$ cat config.mk
export PLATFORM = sky130hd
export DESIGN_NAME = noc_conf_wb_slave
export DESIGN_NICKNAME = d
export VERILOG_FILES = /design/src/rtl/noc_conf_wb_slave.sv
export SDC_FILE = /design/constraint.sdc
export NUM_CORES = 1
export LEC_CHECK = 0
export CAP_MARGIN = 20
export CELL_PAD_IN_SITES_DETAIL_PLACEMENT = 1
export CELL_PAD_IN_SITES_GLOBAL_PLACEMENT = 1
export CORE_MARGIN = 4
export CORE_UTILIZATION = 36
export CTS_CLUSTER_SIZE = 20
export DETAILED_ROUTE_END_ITERATION = 16
export PLACE_DENSITY_LB_ADDON = 0.1
export REMOVE_ABC_BUFFERS = 1
export SLEW_MARGIN = 10
export SYNTH_ARGS = -nofsm -noshare
export SYNTH_HDL_FRONTEND = slang
export SYNTH_SLANG_ARGS = --single-unit
$ cat constraint.sdc
create_clock -name clk -period 2.69 [get_ports clk]
set_clock_uncertainty 0.1 [all_clocks]
set_input_delay 0.4035 -clock clk [delete_from_list [all_inputs] [get_ports clk]]
set_output_delay 0.4035 -clock clk [all_outputs]
set_load 0.02 [all_outputs]
$ cat src/rtl/noc_conf_wb_slave.sv
// Wishbone B3 classic configuration slave: tile identity, scratch, IRQ status/mask, access counter.
// Optional free-running TIMESTAMP register at 0x1C is enabled by defining NOC_CONF_TIMESTAMP_EN.
module noc_conf_wb_slave #(
  parameter logic [31:0] TILEID   = 32'd0,
  parameter logic [31:0] NUMTILES = 32'd1,
  parameter logic [31:0] COREBASE = 32'd0,
  parameter int          IRQ_W    = 2
) (
  input  logic             clk,
  input  logic             rst_n,
  input  logic [31:0]      wb_adr_i,
  input  logic [31:0]      wb_dat_i,
  input  logic [3:0]       wb_sel_i,
  input  logic             wb_we_i,
  input  logic             wb_cyc_i,
  input  logic             wb_stb_i,
  output logic [31:0]      wb_dat_o,
  output logic             wb_ack_o,
  output logic             wb_err_o,
  input  logic [IRQ_W-1:0] irq_src_i,
  output logic             irq_o,
  output logic             o_dbg_state
);

  // Handshake: a request (cyc & stb) seen in IDLE moves to RESP; in RESP exactly one of
  // ack/err is driven combinationally if the request is still held, and any write commits
  // on that clock edge. RESP always returns to IDLE, so terminations never occur back to back.
  typedef enum logic {S_IDLE = 1'b0, S_RESP = 1'b1} state_t;

  state_t            r_state;
  state_t            w_state_nxt;
  logic [31:0]       r_scratch;
  logic [IRQ_W-1:0]  r_status;
  logic [IRQ_W-1:0]  r_mask;
  logic [31:0]       r_cnt;
  logic              r_irq;

  logic              w_req;
  logic              w_resp;
  logic              w_reject;
  logic              w_ack;
  logic              w_err;
  logic              w_wr;
  logic [2:0]        w_idx;
  logic [31:0]       w_lanes;
  logic [31:0]       w_wdat_masked;
  logic [31:0]       w_rdata;
  logic [IRQ_W-1:0]  w_clr;
  logic [IRQ_W-1:0]  w_status_nxt;
  logic [IRQ_W-1:0]  w_mask_nxt;

  always_ff @(posedge clk or negedge rst_n) begin
    if (!rst_n) r_state <= S_IDLE;
    else        r_state <= w_state_nxt;
  end

  always_comb begin
    w_state_nxt = r_state;
    case (r_state)
      S_IDLE:  if (w_req) w_state_nxt = S_RESP;
      S_RESP:  w_state_nxt = S_IDLE;
      default: w_state_nxt = S_IDLE;
    endcase
  end

  assign w_req  = wb_cyc_i & wb_stb_i;
  assign w_resp = (r_state == S_RESP) & w_req;
  assign w_idx  = wb_adr_i[4:2];

  always_comb begin
    w_reject = (wb_adr_i[1:0] != 2'b00) || (wb_adr_i[31:5] != 27'd0);
    case (w_idx)
      3'd0, 3'd1, 3'd2, 3'd6: if (wb_we_i) w_reject = 1'b1;
`ifdef NOC_CONF_TIMESTAMP_EN
      3'd7: if (wb_we_i) w_reject = 1'b1;
`else
      3'd7: w_reject = 1'b1;
`endif
      default: ;
    endcase
  end

  assign w_ack         = w_resp & ~w_reject;
  assign w_err         = w_resp & w_reject;
  assign w_wr          = w_ack & wb_we_i;
  assign w_lanes       = {{8{wb_sel_i[3]}}, {8{wb_sel_i[2]}}, {8{wb_sel_i[1]}}, {8{wb_sel_i[0]}}};
  assign w_wdat_masked = wb_dat_i & w_lanes;

  // A coincident set pulse overrides a W1C on the same bit.
  assign w_clr        = (w_wr && w_idx == 3'd4) ? w_wdat_masked[IRQ_W-1:0] : '0;
  assign w_status_nxt = (r_status & ~w_clr) | irq_src_i;
  assign w_mask_nxt   = (w_wr && w_idx == 3'd5) ?
                        ((r_mask & ~w_lanes[IRQ_W-1:0]) | w_wdat_masked[IRQ_W-1:0]) : r_mask;

`ifdef NOC_CONF_TIMESTAMP_EN
  logic [31:0] r_ts;
  always_ff @(posedge clk or negedge rst_n) begin
    if (!rst_n) r_ts <= 32'd0;
    else        r_ts <= r_ts + 32'd1;
  end
`endif

  always_comb begin
    w_rdata = 32'd0;
    if (w_ack) begin
      case (w_idx)
        3'd0: w_rdata = TILEID;
        3'd1: w_rdata = NUMTILES;
        3'd2: w_rdata = COREBASE;
        3'd3: w_rdata = r_scratch;
        3'd4: w_rdata[IRQ_W-1:0] = r_status;
        3'd5: w_rdata[IRQ_W-1:0] = r_mask;
        3'd6: w_rdata = r_cnt;
`ifdef NOC_CONF_TIMESTAMP_EN
        3'd7: w_rdata = r_ts;
`endif
        default: w_rdata = 32'd0;
      endcase
    end
  end

  always_ff @(posedge clk or negedge rst_n) begin
    if (!rst_n) begin
      r_scratch <= 32'd0;
      r_status  <= '0;
      r_mask    <= '0;
      r_cnt     <= 32'd0;
      r_irq     <= 1'b0;
    end else begin
      if (w_wr && w_idx == 3'd3) r_scratch <= (r_scratch & ~w_lanes) | w_wdat_masked;
      r_status <= w_status_nxt;
      r_mask   <= w_mask_nxt;
      if (w_ack) r_cnt <= r_cnt + 32'd1;
      r_irq <= |(w_status_nxt & w_mask_nxt);
    end
  end

  assign wb_dat_o    = w_rdata;
  assign wb_ack_o    = w_ack;
  assign wb_err_o    = w_err;
  assign irq_o       = r_irq;
  assign o_dbg_state = (r_state == S_RESP);

endmodule

[Word level (Yosys, flattened, before mapping)]
Index checks and enable logic that the tools add are counted.
Operators by class
  equality and inequality tests: 7
  add/subtract/negate cells: 1
  multiplexer cells: 9
  bitwise gates (word level): 18
  reduce and logical (&&, ||, !) cells: 9
Operators with widths (count)
  AND 32 bit: 2
  case mux 30 bit (2 select lines): 1
  adder 32 x 1 -> 32 bit, second input constant: 1
  2-to-1 mux 32 bit: 1
  NOT 32 bit: 1
  bitwise OR 32 bit: 1
  nonzero test 27 bit: 1
  == test 3 bit, second input constant: 4
  case mux 2 bit (5 select lines): 1
  AND 2 bit: 3
  == test 3 x 2 -> 1 bit, second input constant: 2
  AND 1 bit: 5
  2-to-1 mux 2 bit: 2
  NOT 2 bit: 2
  bitwise OR 2 bit: 2
  case mux 1 bit (2 select lines): 2
  OR reduction 4 bit: 1
  == test 3 x 1 -> 1 bit, second input constant: 1
  logical AND 1 bit: 3
  logical NOT 3 bit: 1
  2-to-1 mux 1 bit: 2
  NOT 1 bit: 2
  nonzero test 2 bit: 1
  OR reduction 2 bit: 1
  logical OR 1 bit: 1
Word-level totals
  output and inout bits: 36
  bits in registers: 70
  input port bits: 75
  logic and storage cells: 50

[Logic depth before layout (Yosys ltp)]
  word-level depth: 14
  mapped depth: 9
  mapped depth without buffers: 7

[Worst setup path after synthesis]
Ideal clock, no wire load.
  path kind: input port to output port
  start: in wb_adr_i[18]
  end: out wb_dat_o[10]
  arrival: 1.746 ns
  data required time: 2.187 ns
  stages on the path: 6
  path buffers: 1
  setup slack: 0.441 ns
  path through: nor4_2 -> nand4_2 -> nor3_4 -> nand2_2 -> clkbuf_1 -> nor2_1
Between the ends
  word-level cells in the longest chain between the ends: 7
Ends and longest elaborated chain
  from (decl): line 11  | input logic [31:0] wb_adr_i,
  nonzero test 27 bit (*): line 71  | w_reject = (wb_adr_i[1:0] != 2'b00) || (wb_adr_i[31:5] != 27'd0);
  logical OR 1 bit (*): line 71
  2-to-1 mux 1 bit: line 73  | 3'd0, 3'd1, 3'd2, 3'd6: if (wb_we_i) w_reject = 1'b1;
  case mux 1 bit (2 select lines) (*): line 72  | case (w_idx)
  NOT 1 bit (*): line 83  | assign w_ack = w_resp & ~w_reject;
  AND 1 bit (*): line 83
  2-to-1 mux 32 bit (*): line 105  | if (w_ack) begin
  to (decl): line 17  | output logic [31:0] wb_dat_o,
Mark *: on every way between the ends. The rest lies on a longest branch, timed or not.

[Worst setup path after layout]
  start: in wb_adr_i[31]
  end: out wb_dat_o[15]
Same word-level chain as after synthesis.

==> impl_summary.txt <==
----------------------------------------------------
[Synthesis]
  Number of library cell types mapped by synthesis ... 40
  Synthesized netlist cell count ... 331
  Xor/xnor share of the synthesized area ... 0.07336
  Proportion of netlist area held by the largest area contributor ... 0.4733
  Mean area per synthesized cell ... 11.18 um2
  Synth area leader ... dfrtp_1
  Complex-gate fraction of the synthesized area ... 0.07945
  Register bit count reported by yosys ... 70
  Post-Synth Adder-Cell Area ... 0.003381
  Dominant combinational cell family by area after synthesis ... simple AND/OR/NAND/NOR gates
  Share of synthesized registers carrying an async set or reset ... 1.000
  Cell types with the largest area share after synthesis ... dfrtp_1 47%, mux2_4 6.9%, a22oi_1 6.3%
  Ys flop type ... dfrtp_1
  Leading post-synthesis cells by instance count ... 70 x dfrtp_1, 45 x nor2_1, 31 x a22oi_1
  Number of flops mapped to enable cells by yosys ... 0
  Yosys Warn Count ... 0
  Count leader, synth ... dfrtp_1
  Mapped cell area ... 3701 um2
  Sequential-to-total area share from yosys stat ... 0.4733
  Simple-gate portion of the synthesized area ... 0.2106
  Fraction of synthesized area in multiplexers ... 0.1322

[Detailed routing]
  Antenna-violating nets left ... 0
  Number of iterations in the first detailed-routing pass ... 4
  Number of violations reported at the end of detailed-routing iteration 0 ... 117
  Total detailed-routing wirelength ... 10.63 mm
  Average detailed-routed wire length per instance ... 17.57 um
  DRC errors left ... 0
  Via total after detailed routing ... 3,071
  Via-to-Cell Ratio ... 5.076

[STA]
  Crit share post-route ... 0.9801
  Max_slew headroom ... 0.3946
  Count of pins over their slew limit ... 0
  Final hold violation count ... 0
  Post-layout min period ... 2.636 ns
  Maximum clock rate ... 379.3 MHz
  Tightest Pin Transition ... 0.9082 ns
  Setup-failing EPs final ... 0
  Summed negative setup slack over all endpoints ... 0 ns
  RSZ-0062 raised after global routing ... yes

[Clock tree]
  Number of buffers inserted during clock tree synthesis ... 9
  H-Tree Depth ... 3
  TritonCTS clock tree ... done
  Clock Path Buffers ... 2
  Hold bufs inserted after CTS ... 0
  Clock slew at the register clock pins of the worst setup and hold paths ... 0.08 ns
  Number of clock sinks ... 70
  CTS Root Cell ... clkbuf_8
  Worst skew pair latency ... 0.34 ns

[Floorplanning]
  Initial core utilization ... 0.3735
  Std-Cell Rows ... 36
  Vert. Die Dim ... 109.4 um
  Die span in x ... 109.4 um
  Area of the core ... 9910 um2
  Overall die area ... 11,970 um2
  Number of placed I/O pins ... 111

[Layout]
  Number of nets in the finished design ... 543
  Ant. Diodes ... 0
  Utilization after layout ... 0.5388
  Final Cell Area ... 5339 um2
  Share of post-route cells with drive strength above 1 ... 0.2924
  Synthesis-to-layout area growth ... 44.25%

[Placed design]
  Gpl congestion ... 0.7739
  Placed wire-length estimate ... 7.980 mm
  Count of input and output buffers ... 110
  Placed cell area ... 5140 um2

[Run status]
  Status ... finished clean

[Setup path]
  Arrival time of the worst setup path ... 2.13 ns
  Critical path fanouts, max ... 33
  Required time at the worst-slack endpoint ... 2.19 ns
  Cells along the critical path ... clkdlybuf4s50_1 -> nor4_4 -> nand4_2 -> nor3_4 -> nand2_2 -> buf_12 -> nor2_1 -> buf_4
  Setup crit end kind ... output port
  Reg-to-reg slack, setup ... 0.53 ns
  Critical Path Source Type ... input pin
  Depth of the worst register-to-register path ... 5
  Largest stage delay on the critical path ... 0.46 ns
  Worst setup path class ... input pin to output port
  Crit-path slowest cell ... clkdlybuf4s50_1

[Power and ir drop]
  Leakage power summed over all cells ... 2.474 nW
  Maximum vdd ir drop ... 0.3091 mV
  Power density normalized to cell area ... 407.9 nW/um2
  Total power ... 0.002178 W

[Global routing]
  Global-route wire length before repair ... 17.41 mm
  Number of global-route vias before repair ... 3,370
  Initial antenna violation count ... 0
  Maximum number of pins on one net before global-route repair ... 71
  GRT overflow ... 0
  GRT Overall Usage ... 0.1858

[Hold path]
  Min-delay worst type ... input pin to asynchronous set/reset pin

[Run]
  Total of max-cap violations ... 0

----------------------------------------------------
-- cells by family after synthesis --
group,Yosys count
buffers and inverters,23
AOI/OAI and AO/OA,40
and+or+nand+nor,128
muxes,38
adders and majority gates,1
xor gates and xnor gates,31
DFF,70
-- where the power goes --
part	internal [W]	switching (W)	leakage, nW
Combinational	0.000125	0.0000862	1.42
Sequential	0.00105	0.000000764	0.941
Clock	0.000508	0.000405	0.113
-- layout by cell type, fill, tap and decap left out, types with 4 or more instances in the layout --
cell type | netlist | layout
nor4_4 | 3 | 4
mux2_2 | 19 | 19
clkbuf_8 | 0 | 12
and3_1 | 5 | 5
nor2_1 | 45 | 40
nand2_1 | 11 | 11
xnor2_1 | 16 | 16
mux2_4 | 17 | 17
nand4_1 | 7 | 7
nand3_1 | 16 | 16
xor2_1 | 15 | 15
clkdlybuf4s50_1 | 0 | 73
a22oi_1 | 31 | 31
nor3_1 | 11 | 11
nor2_2 | 1 | 5
and4_1 | 8 | 8
dfrtp_1 | 70 | 70
buf_4 | 0 | 57
inv_1 | 7 | 7
-- worst paths after layout --
path                              start                          to
setup / recovery           wb_adr_i[31]                wb_dat_o[15]
hold / removal                    rst_n  asynchronous set/reset pin
setup reg to reg               r_cnt[8]                   r_cnt[30]
hold reg to reg               r_cnt[31]                   r_cnt[31]
max in group asynchronous         rst_n                   r_cnt[26]
min in group clk              r_cnt[31]                   r_cnt[31]
-- metal layers --
layer / share of wire / up-vias / track usage
li1: - / 1472 / -
met4: 0.0089 / 0 / 0.04274
met3: 0.039 / 7 / 0.03699
met2: 0.53 / 61 / 0.3370
met5: 0 / - / 0
met1: 0.42 / 1531 / 0.2265
-- what timing repair did --
action,4_1_cts,5_1_grt
resized for setup,136,39
buffers inserted,0,3
setup endpoints to repair,34,45
pin swaps,3,4
-- area by class of cell --
type                            instances  area, um2
Inverter                                8      31.28
Clock inverter                          4      52.55
Timing Repair Buffer                  140       1275
Clock buffer                           12      165.2
Multi-Input combinational cell        238       1897
Sequential cell                        70       1752
Tap cell                              133      166.4
Fill cell                            1073       4571
-- critical path: cells and delay by family --
kind	cells	cell delay, ns
simple gates	5	0.92
buf+inv	3	0.79
-- through the flow --
| step | instances | hold slack, ns | setup WS [ns] |
|---|---|---|---|
| 2_1_floorplan | 316 | 0.007909 | 0.1663 |
| 3_3_place_gp | 586 | 0.3539 | -0.3917 |
| 3_5_place_dp | 586 | 0.3595 | -0.4821 |
| 4_1_cts | 602 | 0.09525 | 0.009868 |
| 5_1_grt | 605 | 0.1324 | -0.05629 |
| 6_report | 605 | 0.06378 | 0.05357 |
No activity file was read; power rests on OpenSTA's default activity.
